$ cat config.mk
export PLATFORM = sky130hd
export DESIGN_NAME = hp_region_result_filter
export DESIGN_NICKNAME = d
export VERILOG_FILES = /design/src/rtl/hp_pkg.sv /design/src/rtl/hp_region_hyst.sv /design/src/rtl/hp_region_result_filter.sv
export SDC_FILE = /design/constraint.sdc
export NUM_CORES = 1
export LEC_CHECK = 0
export ABC_AREA = 1
export CORE_UTILIZATION = 40
export CTS_BUF_LIST = sky130_fd_sc_hd__clkbuf_4
export CTS_CLUSTER_DIAMETER = 200
export DETAILED_ROUTE_END_ITERATION = 10
export PLACE_DENSITY = 0.63
export REMOVE_ABC_BUFFERS = 1
export SYNTH_ARGS = -nofsm -noshare
export SYNTH_HDL_FRONTEND = slang
export SYNTH_HIERARCHICAL = 1
export SYNTH_SLANG_ARGS = --single-unit
$ cat constraint.sdc
create_clock -name clk -period 5.3 [get_ports clk]
set_input_delay 1.06 -clock clk [delete_from_list [all_inputs] [get_ports clk]]
set_output_delay 1.06 -clock clk [all_outputs]
set_load 0.02 [all_outputs]
$ cat src/rtl/hp_pkg.sv
// Shared defaults and arithmetic helpers for the human-presence region result filter.
package hp_pkg;

    localparam int unsigned HP_NUM_REGION = 6;
    localparam int unsigned HP_DW         = 16;
    localparam int unsigned HP_ON_CNT     = 2;
    localparam int unsigned HP_OFF_CNT    = 4;
    localparam int unsigned COMMIT_LAT    = 1;

    // Signed a + b clamped to the range of a w-bit two's-complement value (w <= 32).
    function automatic logic signed [31:0] sat_add(
        input logic signed [31:0] a,
        input logic signed [31:0] b,
        input int unsigned        w
    );
        logic signed [32:0] sum;
        logic signed [32:0] hi;
        logic signed [32:0] lo;
        sum = {a[31], a} + {b[31], b};
        hi  = (33'sd1 <<< (w - 1)) - 33'sd1;
        lo  = -(33'sd1 <<< (w - 1));
        if (sum > hi) begin
            sum = hi;
        end else if (sum < lo) begin
            sum = lo;
        end
        return sum[31:0];
    endfunction

endpackage

$ cat src/rtl/hp_region_hyst.sv
// Per-region on/off hysteresis: consecutive positive/negative commits set or clear filt.
module hp_region_hyst
    import hp_pkg::*;
#(
    parameter int unsigned ON_CNT  = HP_ON_CNT,
    parameter int unsigned OFF_CNT = HP_OFF_CNT
) (
    input  logic clk,
    input  logic resetn,
    input  logic commit,
    input  logic det,
    input  logic clear,
    output logic filt
);

    localparam int unsigned CNT_MAX = (ON_CNT > OFF_CNT) ? ON_CNT : OFF_CNT;
    localparam int unsigned CW      = $clog2(CNT_MAX + 1);

    logic [CW-1:0] on_cnt;
    logic [CW-1:0] off_cnt;
    logic [CW-1:0] on_nxt_c;
    logic [CW-1:0] off_nxt_c;

    assign on_nxt_c  = (on_cnt == CW'(ON_CNT))   ? on_cnt  : on_cnt + CW'(1);
    assign off_nxt_c = (off_cnt == CW'(OFF_CNT)) ? off_cnt : off_cnt + CW'(1);

    always_ff @(posedge clk or negedge resetn) begin
        if (!resetn) begin
            on_cnt  <= '0;
            off_cnt <= '0;
            filt    <= 1'b0;
        end else if (clear) begin
            on_cnt  <= '0;
            off_cnt <= '0;
            filt    <= 1'b0;
        end else if (commit) begin
            if (det) begin
                off_cnt <= '0;
                on_cnt  <= on_nxt_c;
                if (on_nxt_c == CW'(ON_CNT)) begin
                    filt <= 1'b1;
                end
            end else begin
                on_cnt  <= '0;
                off_cnt <= off_nxt_c;
                if (off_nxt_c == CW'(OFF_CNT)) begin
                    filt <= 1'b0;
                end
            end
        end
    end

endmodule

$ cat src/rtl/hp_region_result_filter.sv
// Per-region CNN result filter: burst max scoring, round-robin region pointer,
// hysteresis-filtered detection vector and ML-ready handshake.
module hp_region_result_filter
    import hp_pkg::*;
#(
    parameter int unsigned NUM_REGION = HP_NUM_REGION,
    parameter int unsigned DW         = HP_DW,
    parameter int unsigned ON_CNT     = HP_ON_CNT,
    parameter int unsigned OFF_CNT    = HP_OFF_CNT,
    parameter int unsigned SELW       = $clog2(NUM_REGION)
) (
    input  logic                   clk,
    input  logic                   resetn,
    input  logic                   i_rd_done,
    input  logic                   i_rd_rdy,
    input  logic                   i_we,
    input  logic signed [DW-1:0]   i_dout,
    input  logic signed [DW-1:0]   i_offset,
    input  logic signed [DW-1:0]   i_threshold,
    input  logic                   i_filt_en,
    input  logic                   i_clear,
    output logic [SELW-1:0]        o_frame_sel,
    output logic signed [DW-1:0]   o_score,
    output logic [SELW-1:0]        o_score_region,
    output logic                   o_score_vld,
    output logic [NUM_REGION-1:0]  o_det_raw,
    output logic [NUM_REGION-1:0]  o_det_vec,
    output logic                   o_det_any,
    output logic                   o_ml_rdy
);

    logic [1:0]             rd_sr;
    logic                   we_q;
    logic signed [DW-1:0]   max_q;
    logic [SELW-1:0]        burst_region;
    logic signed [DW-1:0]   samp_c;
    logic                   burst_start_c;
    logic                   burst_run_c;
    logic                   burst_end_c;
    logic                   det_c;
    logic [NUM_REGION-1:0]  hit_c;
    logic [NUM_REGION-1:0]  filt;

    assign samp_c        = DW'(sat_add(32'(i_dout), 32'(i_offset), DW));
    assign burst_start_c = i_we & ~we_q;
    assign burst_run_c   = i_we & we_q;
    assign burst_end_c   = ~i_we & we_q;
    assign det_c         = (max_q > i_threshold);

    // One-hot of the region receiving this cycle's commit.
    always_comb begin
        hit_c = '0;
        for (int unsigned r = 0; r < NUM_REGION; r++) begin
            hit_c[r] = burst_end_c && (burst_region == SELW'(r));
        end
    end

    // Region pointer advances on a falling edge of the twice-registered read-done.
    always_ff @(posedge clk or negedge resetn) begin
        if (!resetn) begin
            rd_sr       <= '0;
            o_frame_sel <= '0;
        end else begin
            rd_sr <= {rd_sr[0], i_rd_done};
            if (rd_sr == 2'b10) begin
                o_frame_sel <= (o_frame_sel == SELW'(NUM_REGION - 1)) ? '0 : o_frame_sel + SELW'(1);
            end
        end
    end

    // Running max of the current burst, latched against the region it started in.
    always_ff @(posedge clk or negedge resetn) begin
        if (!resetn) begin
            we_q         <= 1'b0;
            max_q        <= '0;
            burst_region <= '0;
        end else begin
            we_q <= i_we;
            if (i_clear) begin
                max_q <= '0;
            end else if (burst_start_c) begin
                max_q <= samp_c;
            end else if (burst_run_c && (samp_c > max_q)) begin
                max_q <= samp_c;
            end
            if (burst_start_c) begin
                burst_region <= o_frame_sel;
            end
        end
    end

    // Commit strobe, score, raw decisions, output selection and ready handshake.
    always_ff @(posedge clk or negedge resetn) begin
        if (!resetn) begin
            o_score_vld    <= 1'b0;
            o_score        <= '0;
            o_score_region <= '0;
            o_det_raw      <= '0;
            o_det_vec      <= '0;
            o_det_any      <= 1'b0;
            o_ml_rdy       <= 1'b1;
        end else begin
            o_score_vld <= burst_end_c;
            if (burst_end_c) begin
                o_score        <= max_q;
                o_score_region <= burst_region;
            end
            for (int unsigned r = 0; r < NUM_REGION; r++) begin
                if (i_clear) begin
                    o_det_raw[r] <= 1'b0;
                end else if (hit_c[r]) begin
                    o_det_raw[r] <= det_c;
                end
            end
            o_det_vec <= i_filt_en ? filt : o_det_raw;
            o_det_any <= |o_det_vec;
            if (burst_end_c) begin
                o_ml_rdy <= 1'b1;
            end else if (!i_rd_rdy) begin
                o_ml_rdy <= 1'b0;
            end
        end
    end

    for (genvar g = 0; g < NUM_REGION; g++) begin : g_hyst
        hp_region_hyst #(
            .ON_CNT  (ON_CNT),
            .OFF_CNT (OFF_CNT)
        ) u_hyst (
            .clk    (clk),
            .resetn (resetn),
            .commit (hit_c[g]),
            .det    (det_c),
            .clear  (i_clear),
            .filt   (filt[g])
        );
    end

endmodule

* Yosys cells after proc, flatten, opt, wreduce, memory -nomap -nowiden
Index checks and enable logic that the tools add are counted.
** Storage, ports and cells
- Register bits :: 101
- Input bits :: 55
- Word-level logic and storage cells :: 223
** Operators by class
- Add/sub/neg operators :: 14
- $lt $le $gt $ge :: 4
- Equality and inequality tests :: 38
- Muxes and demuxes :: 99
- Bitwise operators :: 5
- Reduce and logical (&&, ||, !) cells :: 28
** Operators with widths (count)
- two-way mux 3 bit :: 49
- two-way mux 16 bit :: 5
- equality test 3 bit, second input constant :: 15
- two-way mux 1 bit :: 44
- equality test 3 x 2 -> 1 bit, second input constant :: 14
- adder 3 x 1 -> 3 bit, second input constant :: 13
- > comparator 16 bit :: 2
- nonzero test 3 bit :: 7
- != test 3 x 2 -> 1 bit, second input constant :: 6
- AND reduction 3 bit :: 6
- adder 16 x 16 -> 17 bit :: 1
- > comparator 17 x 16 -> 1 bit, second input constant :: 1
- less-than comparator 17 x 16 -> 1 bit, second input constant :: 1
- nonzero test 2 bit :: 6
- logical AND 1 bit :: 7
- two-way mux 6 bit :: 1
- OR reduction 6 bit :: 1
- bitwise AND 1 bit :: 3
- equality test 3 x 1 -> 1 bit, second input constant :: 1
- zero test 3 bit :: 1
- equality test 2 bit, second input constant :: 1
- != test 2 x 1 -> 1 bit, second input constant :: 1
- inverter 1 bit :: 2

* Logic depth before layout (Yosys ltp)
Gate-level depths: netlist of run 1.
- Depth in word-level cells :: 9
- Mapped depth :: 30
- Mapped depth without buffers :: 28

* Modules after synthesis
The synthesis of run 1 kept the hierarchy.
** By module, submodules not included
- hp_region_result_filter :: times used 1, cells each 575, area each 4286.6 µm², sequential area each 1477.7 µm²
- hp_region_hyst :: times used 6, cells each 59, area each 462.9 µm², sequential area each 175.2 µm²

* Least setup slack after synthesis of run 1
Ideal clock, no wire load.
- Path type :: in2reg
- Start :: in i_dout[0]
- End :: reg max_q[1]
- Library setup time :: 117 ps
- Arrival :: 3826 ps
- Data required time :: 5183 ps
- Path slack :: 1357 ps
- Cell stages on the path :: 30
- Buffers on the path :: 2
- Path through :: ha_1 inv_1 fa_1 inv_1 nand2_1 nand2_1 nand3_1 nand2_2 nand2_2 nand2_1 nand2_2 nand2_4 nand2_4 buf_6 nand2_2 nand2_2 ha_1 nand2_1 nand2_1 nand2_1 nand2_1 a21oi_1 nand3_1 nand2_1 nand2_1 nand2_2 nand2_4 buf_6 nand3_1 nand2_1
** Between the ends
- Longest elaborated chain between the ends :: 7
- Elaborated cells between the ends (all ways) :: 11
- Those cells by class :: add/sub (1); order compare (3); mux (5); reduce/logical (2)
** RTL lines
- start, declared :: RTL line hp_region_result_filter.sv:17 : input logic signed [DW-1:0] i_dout,
- adder 16 x 16 -> 17 bit * :: RTL line hp_pkg.sv:19 : sum = {a[31], a} + {b[31], b};
- less-than comparator 17 x 16 -> 1 bit :: RTL line hp_pkg.sv:24 : end else if (sum < lo) begin
- two-way mux 16 bit :: RTL line hp_pkg.sv:24
- two-way mux 16 bit * :: RTL line hp_pkg.sv:22 : if (sum > hi) begin
- > comparator 16 bit or two-way mux 16 bit (tied branches) :: RTL line hp_region_result_filter.sv:83 : end else if (burst_run_c && (samp_c > max_q)) begin
- logical AND 1 bit or two-way mux 16 bit (tied branches) :: RTL line hp_region_result_filter.sv:83, hp_region_result_filter.sv:81
- nonzero test 3 bit (no line) or two-way mux 16 bit (tied branches)
- end signal, assigned :: RTL line hp_region_result_filter.sv:82 : max_q <= samp_c;
- end signal, assigned :: RTL line hp_region_result_filter.sv:84 : max_q <= samp_c;
- end, declared :: RTL line hp_region_result_filter.sv:34 : logic signed [DW-1:0] max_q;
Mark *: on every way between the ends. The rest lies on a longest branch, timed or not. The select of a mux whose other input is x is not followed.
A chain may end at the register's enable or synchronous reset.

* Worst setup path after layout of run 1
- Start :: in i_offset[0]
- End :: reg max_q[13]
** Between the ends
- Longest elaborated chain between the ends :: 7
- Elaborated cells between the ends (all ways) :: 11
- Those cells by class :: add/sub (1); order compare (3); mux (5); reduce/logical (2)
** RTL lines
- start, declared :: RTL line hp_region_result_filter.sv:18 : input logic signed [DW-1:0] i_offset,
- adder 16 x 16 -> 17 bit * :: RTL line hp_pkg.sv:19
- less-than comparator 17 x 16 -> 1 bit :: RTL line hp_pkg.sv:24
- two-way mux 16 bit :: RTL line hp_pkg.sv:24
- two-way mux 16 bit * :: RTL line hp_pkg.sv:22
- > comparator 16 bit or two-way mux 16 bit (tied branches) :: RTL line hp_region_result_filter.sv:83
- logical AND 1 bit or two-way mux 16 bit (tied branches) :: RTL line hp_region_result_filter.sv:83, hp_region_result_filter.sv:81
- nonzero test 3 bit (no line) or two-way mux 16 bit (tied branches)
Marked as above.

==> metrics, run 1 <==
Finished Cell Area 8368 um2; most common cell after layout, fill and taps aside nand2_1; Max Fclk 0.2234 GHz; crit path time final 4.477 ns; chip width 134.9 um; CTS Buf Count 9; Mapped Area 7064 um2; NumNets Final 1150; WP data required about 5.7 ns; vias per cell around 4.8; H-tree depth 3; gr ovfl total 0; layout cells sized above 1 12.85%; first-pass GRT wire length 25.97 mm; die area 18200 um2; Hold-fix buffers, CTS 0; critical path launch point type input pin; Fin Setup TNS 0 ns; routed length per instance 12.04 um; clock latency on the worst-skew pair 0.48 ns; syn_area_per_cell 7.604 um2; drt first pass iters 4; maximum buffer depth of the clock tree 2; post-synthesis sequential area ratio between 30% and 40%; Tcrit/Tclk final 84.47%; reg-to-reg slack, setup 2.58 ns; Max-cap violations 0; Final Hold Vio Count 0; arrival time worst endpoint 4.90 ns; largest net degree at the start of global routing between 70 and 80; Min-Delay Path Depth 0; synth warn 6; routed wire length 15.09 mm; Initial Util 40.84%; Setup CP Type input pin to register; Row Count 48; Placed Area 8205 um2; Setup Buffers After CTS 0; total number of vias 5976; core footprint 17300 um2; final setup fails 0; most frequent cells in the layout nand2_1, inv_1, dfrtp_1; Synth top area share 35.42%; HPWL Detailed 11.85 mm; CTS tree done; Reg2Reg Depth 14; R2R Path Start max_q[13]; Detail Route Antenna Nets 0; Worst slew margin 32.82%; hold wc startpoint rd_sr[0]; Area Overhead vs Synth 18.46%; Worst-Margin Slew approximately 1 ns; vias in the first global route between 5000 and 6000; DRT iter0 DRCs 277; largest fanout on the critical path 16; Reg area approximately 2500 um2; Remaining DRCs 0; VDD IR max 0.1333 mV; register bit total from synthesis 101; initial antenna violation count 1; GR Util All Layers between 10% and 20%; cell taking the most area after synthesis dfrtp_1; CP endpoint kind register; Final Max Tran Viols 0; placer congestion estimate 0.8193; Cells after Synth 929; Die Ht 134.9 um; Worst Skew 0.02099 ns; Pwr Total 0.002482 W; Static Leak between 4 and 5 nW; Num Clock Sinks a little over 100; top cells by area, synth dfrtp_1, ha_1, nand2_1; I/O pin total 92; clock transition at the registers of the reported paths 0.17 ns; Fill cells between 1500 and 2000; distinct cell type count after synthesis 34; status finished, final reports clean; post_cts resized 0; Multi-input gate area between 3000 and 4000 um2; Util after Layout roughly half; RSZ-0062 raised after global routing false; Min-Delay Path Class register to register; port bufs 91; CTS Root Cell clkbuf_4; PD cells 296.6 nW/um2; R2R Path End g_hyst[1].u_hyst/on_cnt[2]; hold endpoint rd_sr[1]
[power by group]
part / switching, W / leakage (nW) / internal, W
Sequential: 0.000107 / 1.33 / 0.000904
Clock: 0.000290 / 0.0854 / 0.000155
Combinational: 0.000605 / 2.87 / 0.000421
Total: 0.00100 / 4.28 / 0.00148
[flip-flops by register name, indices dropped and copies added (netlist names)]
signal	count
g_hyst.u_hyst/off_cnt	18
o_score_vld	1
g_hyst.u_hyst/on_cnt	18
rd_sr	2
max_q	16
o_det_raw	6
o_frame_sel	3
we_q	1
o_score	16
o_det_any	1
g_hyst.u_hyst/filt	6
burst_region	3
o_det_vec	6
o_ml_rdy	1
o_score_region	3
[worst max-delay path by stage]
stage / endpoint / start
floorplan: max_q[0] / i_dout[0]
global placement: max_q[9] / i_offset[0]
detailed placement: max_q[6] / i_dout[0]
CTS: max_q[13] / i_dout[0]
global route: max_q[10] / i_dout[0]
finish: max_q[13] / i_offset[0]
[critical path, stage by stage]
cell and delay, ns:
clkdlybuf4s50_1 0.47, ha_1 0.17, inv_1 0.06, fa_1 0.39, inv_1 0.07, nand2_1 0.04, nand2_1 0.08, nand3_1 0.09
nand2_2 0.13, nand2_2 0.07, nand3_2 0.10, nand4_2 0.44, nand2_1 0.30, ha_1 0.15, nand2_1 0.05, nor2_1 0.13
nand2_1 0.09, nor2_1 0.16, nand2_1 0.10, nand3_1 0.09, nand2_1 0.05, nand2_1 0.06, nand2_2 0.14, nand2_4 0.21
nand3_1 0.11, nand2_1 0.09
[logic make-up (layout without fill, tap and decap cells)]
logic type	after synthesis	after routing	share of synthesized area [%]
buffers and inverters	180	278	9.936
and+or+nand+nor	457	457	31.07
AOI/OAI and AO/OA	102	102	7.970
adders and majority gates	73	73	13.04
xor gates and xnor gates	10	10	1.240
other	0	1	0
muxes	6	6	0.9564
DFF	101	101	35.80
[metal layers]
metal  vias to the layer above  global-route usage (%)  share of wire [%]
li1                       3156                       -                  -
met1                      2699                   22.44                 47
met2                        98                   30.47                 47
met3                        23                   3.228                4.0
met4                         0                   6.367                2.3
met5                         -                       0                  0
[Yosys cell counts, drive strengths merged]
cell	number
xor2	9
xnor2	1
a41oi	1
nand2	291
inv	168
clkbuf	6
nor3	8
o22ai	24
mux2	6
buf	6
a31oi	2
and2	1
nor4	2
dfrtp	100
a21oi	31
or2	1
o21bai	1
dfstp	1
nand3	108
nor2	39
o21ai	42
o21a	1
ha	72
fa	1
nand4	7
[area by class of cell]
cell class | count | share of cell area (%)
antenna | 1 | 0.02990
clock buffer | 9 | 0.8074
clock inverter | 7 | 1.106
inverter | 168 | 7.536
multi-input combinational | 648 | 45.81
sequential | 101 | 30.22
tap | 225 | 3.364
timing repair buffer | 94 | 11.12
[per-stage QoR]
step	setup WS [ns]	std cells	hold WS, ns
finish	0.8228	1253	0.4043
global route	0.3867	1253	0.4177
CTS	0.8584	1252	0.4087
detailed placement	0.3268	1236	0.3699
global placement	0.4085	1236	0.3717
floorplan	1.179	917	0.3543
Power figures use the tool's default switching activity.
==> run 2: changes to the inputs <==
==> constraint.sdc (replaced) <==
create_clock -name clk -period 4.2 [get_ports clk]
set_input_delay 0.84 -clock clk [delete_from_list [all_inputs] [get_ports clk]]
set_output_delay 0.84 -clock clk [all_outputs]
set_load 0.02 [all_outputs]
==> metrics, run 2 (synthesized netlist as in run 1, its figures left out) <==
slowest stage cell on the critical path clkdlybuf4s50_1; DRT iter0 DRCs 319 (+15%); biggest registers after layout g_hyst.u_hyst/off_cnt x18, g_hyst.u_hyst/on_cnt x18; Detail Route Antenna Nets 0 (unchanged); Die Ht 134.9 um (unchanged); CTS Buf Count 9 (unchanged); Worst-Margin Slew 0.7417 ns (-0.2649 ns); PD cells 369.5 nW/um2 (+25%); critical path launch point type input pin; HPWL Detailed 12.16 mm (+2.7%); first-pass GRT wire length 26.01 mm (+0.16%); status finished, final reports clean; cell family with most CP delay simple AND/OR/NAND/NOR gates; Final Max Tran Viols 0 (unchanged); Util after Layout 50.10% (+1.7 points); Static Leak 4.466 nW (+4.2%); CTS Root Cell clkbuf_4; Most Frequent Cell on Critical Path nand2_1; largest net degree at the start of global routing 55 (-25%); placer congestion estimate 0.8308 (+1.4%); RSZ-0062 raised after global routing false; CP endpoint kind register; Num Clock Sinks 101 (unchanged); Initial Util 40.84% (unchanged); Max Fclk 0.2540 GHz; clock transition at the registers of the reported paths 0.17 ns (about the same); core footprint 17300 um2 (unchanged); crit path time final 3.936 ns; Final Hold Vio Count 0 (unchanged); Row Count 48 (unchanged); crit path buf inv count 4 (+1); VDD IR max 0.2062 mV (+55%); Pwr Total 0.003202 W (+29%); gr ovfl total 0 (unchanged); Setup CP Type input pin to register; Remaining DRCs 0 (unchanged); Tcrit/Tclk final 93.72%; vias per cell 4.725 (-0.94%); port bufs 91 (unchanged); routed length per instance 11.79 um (-2.1%); NumNets Final 1190 (+3.5%); Worst Skew 0.02309 ns (+0.002108 ns); Max-cap violations 0 (unchanged); most common cell after layout, fill and taps aside nand2_1; final setup fails 0 (unchanged); drt first pass iters 4 (unchanged); maximum buffer depth of the clock tree 2 (unchanged); routed wire length 15.24 mm (+0.99%); chip width 134.9 um (unchanged); GR Util All Layers 17.71% (-0.11 points); H-tree depth 3 (unchanged); Fin Setup TNS 0 ns (unchanged); WP data required 4.55 ns (-1.17 ns); I/O pin total 92 (unchanged); Fill cells 1701 (-2.7%); most frequent cells in the layout nand2_1, inv_1, dfrtp_1; arrival time worst endpoint 4.29 ns (-0.61 ns); initial antenna violation count 1 (unchanged); Hold-fix buffers, CTS 0 (unchanged); delay of the slowest cell on the worst path 0.48 ns (about the same); largest fanout on the critical path 12 (-4); CTS tree done; Min-Delay Path Class register to register; Worst slew margin 50.50% (+18 points); total number of vias 6109 (+2.2%); layout cells sized above 1 16.03% (+3.2 points); Area Overhead vs Synth 22.67%; vias in the first global route 5743 (+1.0%); clock latency on the worst-skew pair 0.46 ns (-0.02 ns); die area 18200 um2 (unchanged)
## run 2: changes by cell type in the layout (fill, tap and decap cells not counted), sizes merged
cell,before,now
buf,4,44
## run 2: per-layer routing
metal  vias up  track usage (%)  share of wire (%)
met5         -                0                  0
met1      2750            23.14                 48
li1       3251                -                  -
met4         0            4.994                1.2
met2        97            30.18                 48
met3        11            2.815                3.5
## run 2: area by class of cell
| class | count | area, um2 | area share, % |
|---|---|---|---|
| Multi-Input combinational cell | 648 | 3851 | 44.44 |
| Timing Repair Buffer | 134 | 1231 | 14.21 |
| Inverter | 168 | 630.6 | 7.277 |
| Clock buffer | 9 | 67.56 | 0.7797 |
| Clock inverter | 7 | 72.57 | 0.8374 |
| Sequential cell | 101 | 2529 | 29.18 |
| Antenna cell | 1 | 2.502 | 0.02888 |
| Tap cell | 225 | 281.5 | 3.249 |
## run 2: worst reg2reg max path: cells and delay by family (launching register included)
kind,cells,cell delay (ns)
buffers and inverters,3,0.48
flip-flops,1,0.44
AO/OA/AOI/OAI,3,0.43
AND/OR/NAND/NOR,7,0.58
adder cells (fa/ha/maj),1,0.32
## run 2: metrics by stage
| step | area, um2 | hold WS [ns] | setup slack [ns] | cells |
|---|---|---|---|---|
| 2_1_floorplan | 6993 | 0.3543 | 0.2990 | 917 |
| 3_3_place_gp | 8506 | 0.3678 | -0.1142 | 1276 |
| 3_5_place_dp | 8506 | 0.3724 | -0.1752 | 1276 |
| 4_1_cts | 8646 | 0.4106 | 0.3004 | 1292 |
| 5_1_grt | 8666 | 0.4263 | 0.005275 | 1293 |
| 6_report | 8666 | 0.4089 | 0.2637 | 1293 |
## run 2: worst paths after layout
kind                             start                           to  slack, ns  depth (start not counted)
max                        i_offset[0]                     max_q[8]       0.26                         29
min                           rd_sr[0]                     rd_sr[1]       0.41                          0
max reg2reg                  max_q[13]   g_hyst[3].u_hyst/on_cnt[0]       1.84                         14
min reg2reg                   rd_sr[0]                     rd_sr[1]       0.41                          0
max in group asynchronous       resetn                     o_ml_rdy       2.95                          2
min in group asynchronous       resetn  g_hyst[4].u_hyst/off_cnt[2]       0.42                          1
## run 2: power by group
part,total (W),internal [W],switching (W)
Combinational,0.00140,0.000616,0.000789
Clock,0.000525,0.000186,0.000340
Sequential,0.00127,0.00114,0.000131
Total,0.00320,0.00194,0.00126
## run 2: repair_timing
item                       in CTS  in global routing
setup endpoints to repair       0                  7
resized for setup               0                  2
setup buffers                   0                  0
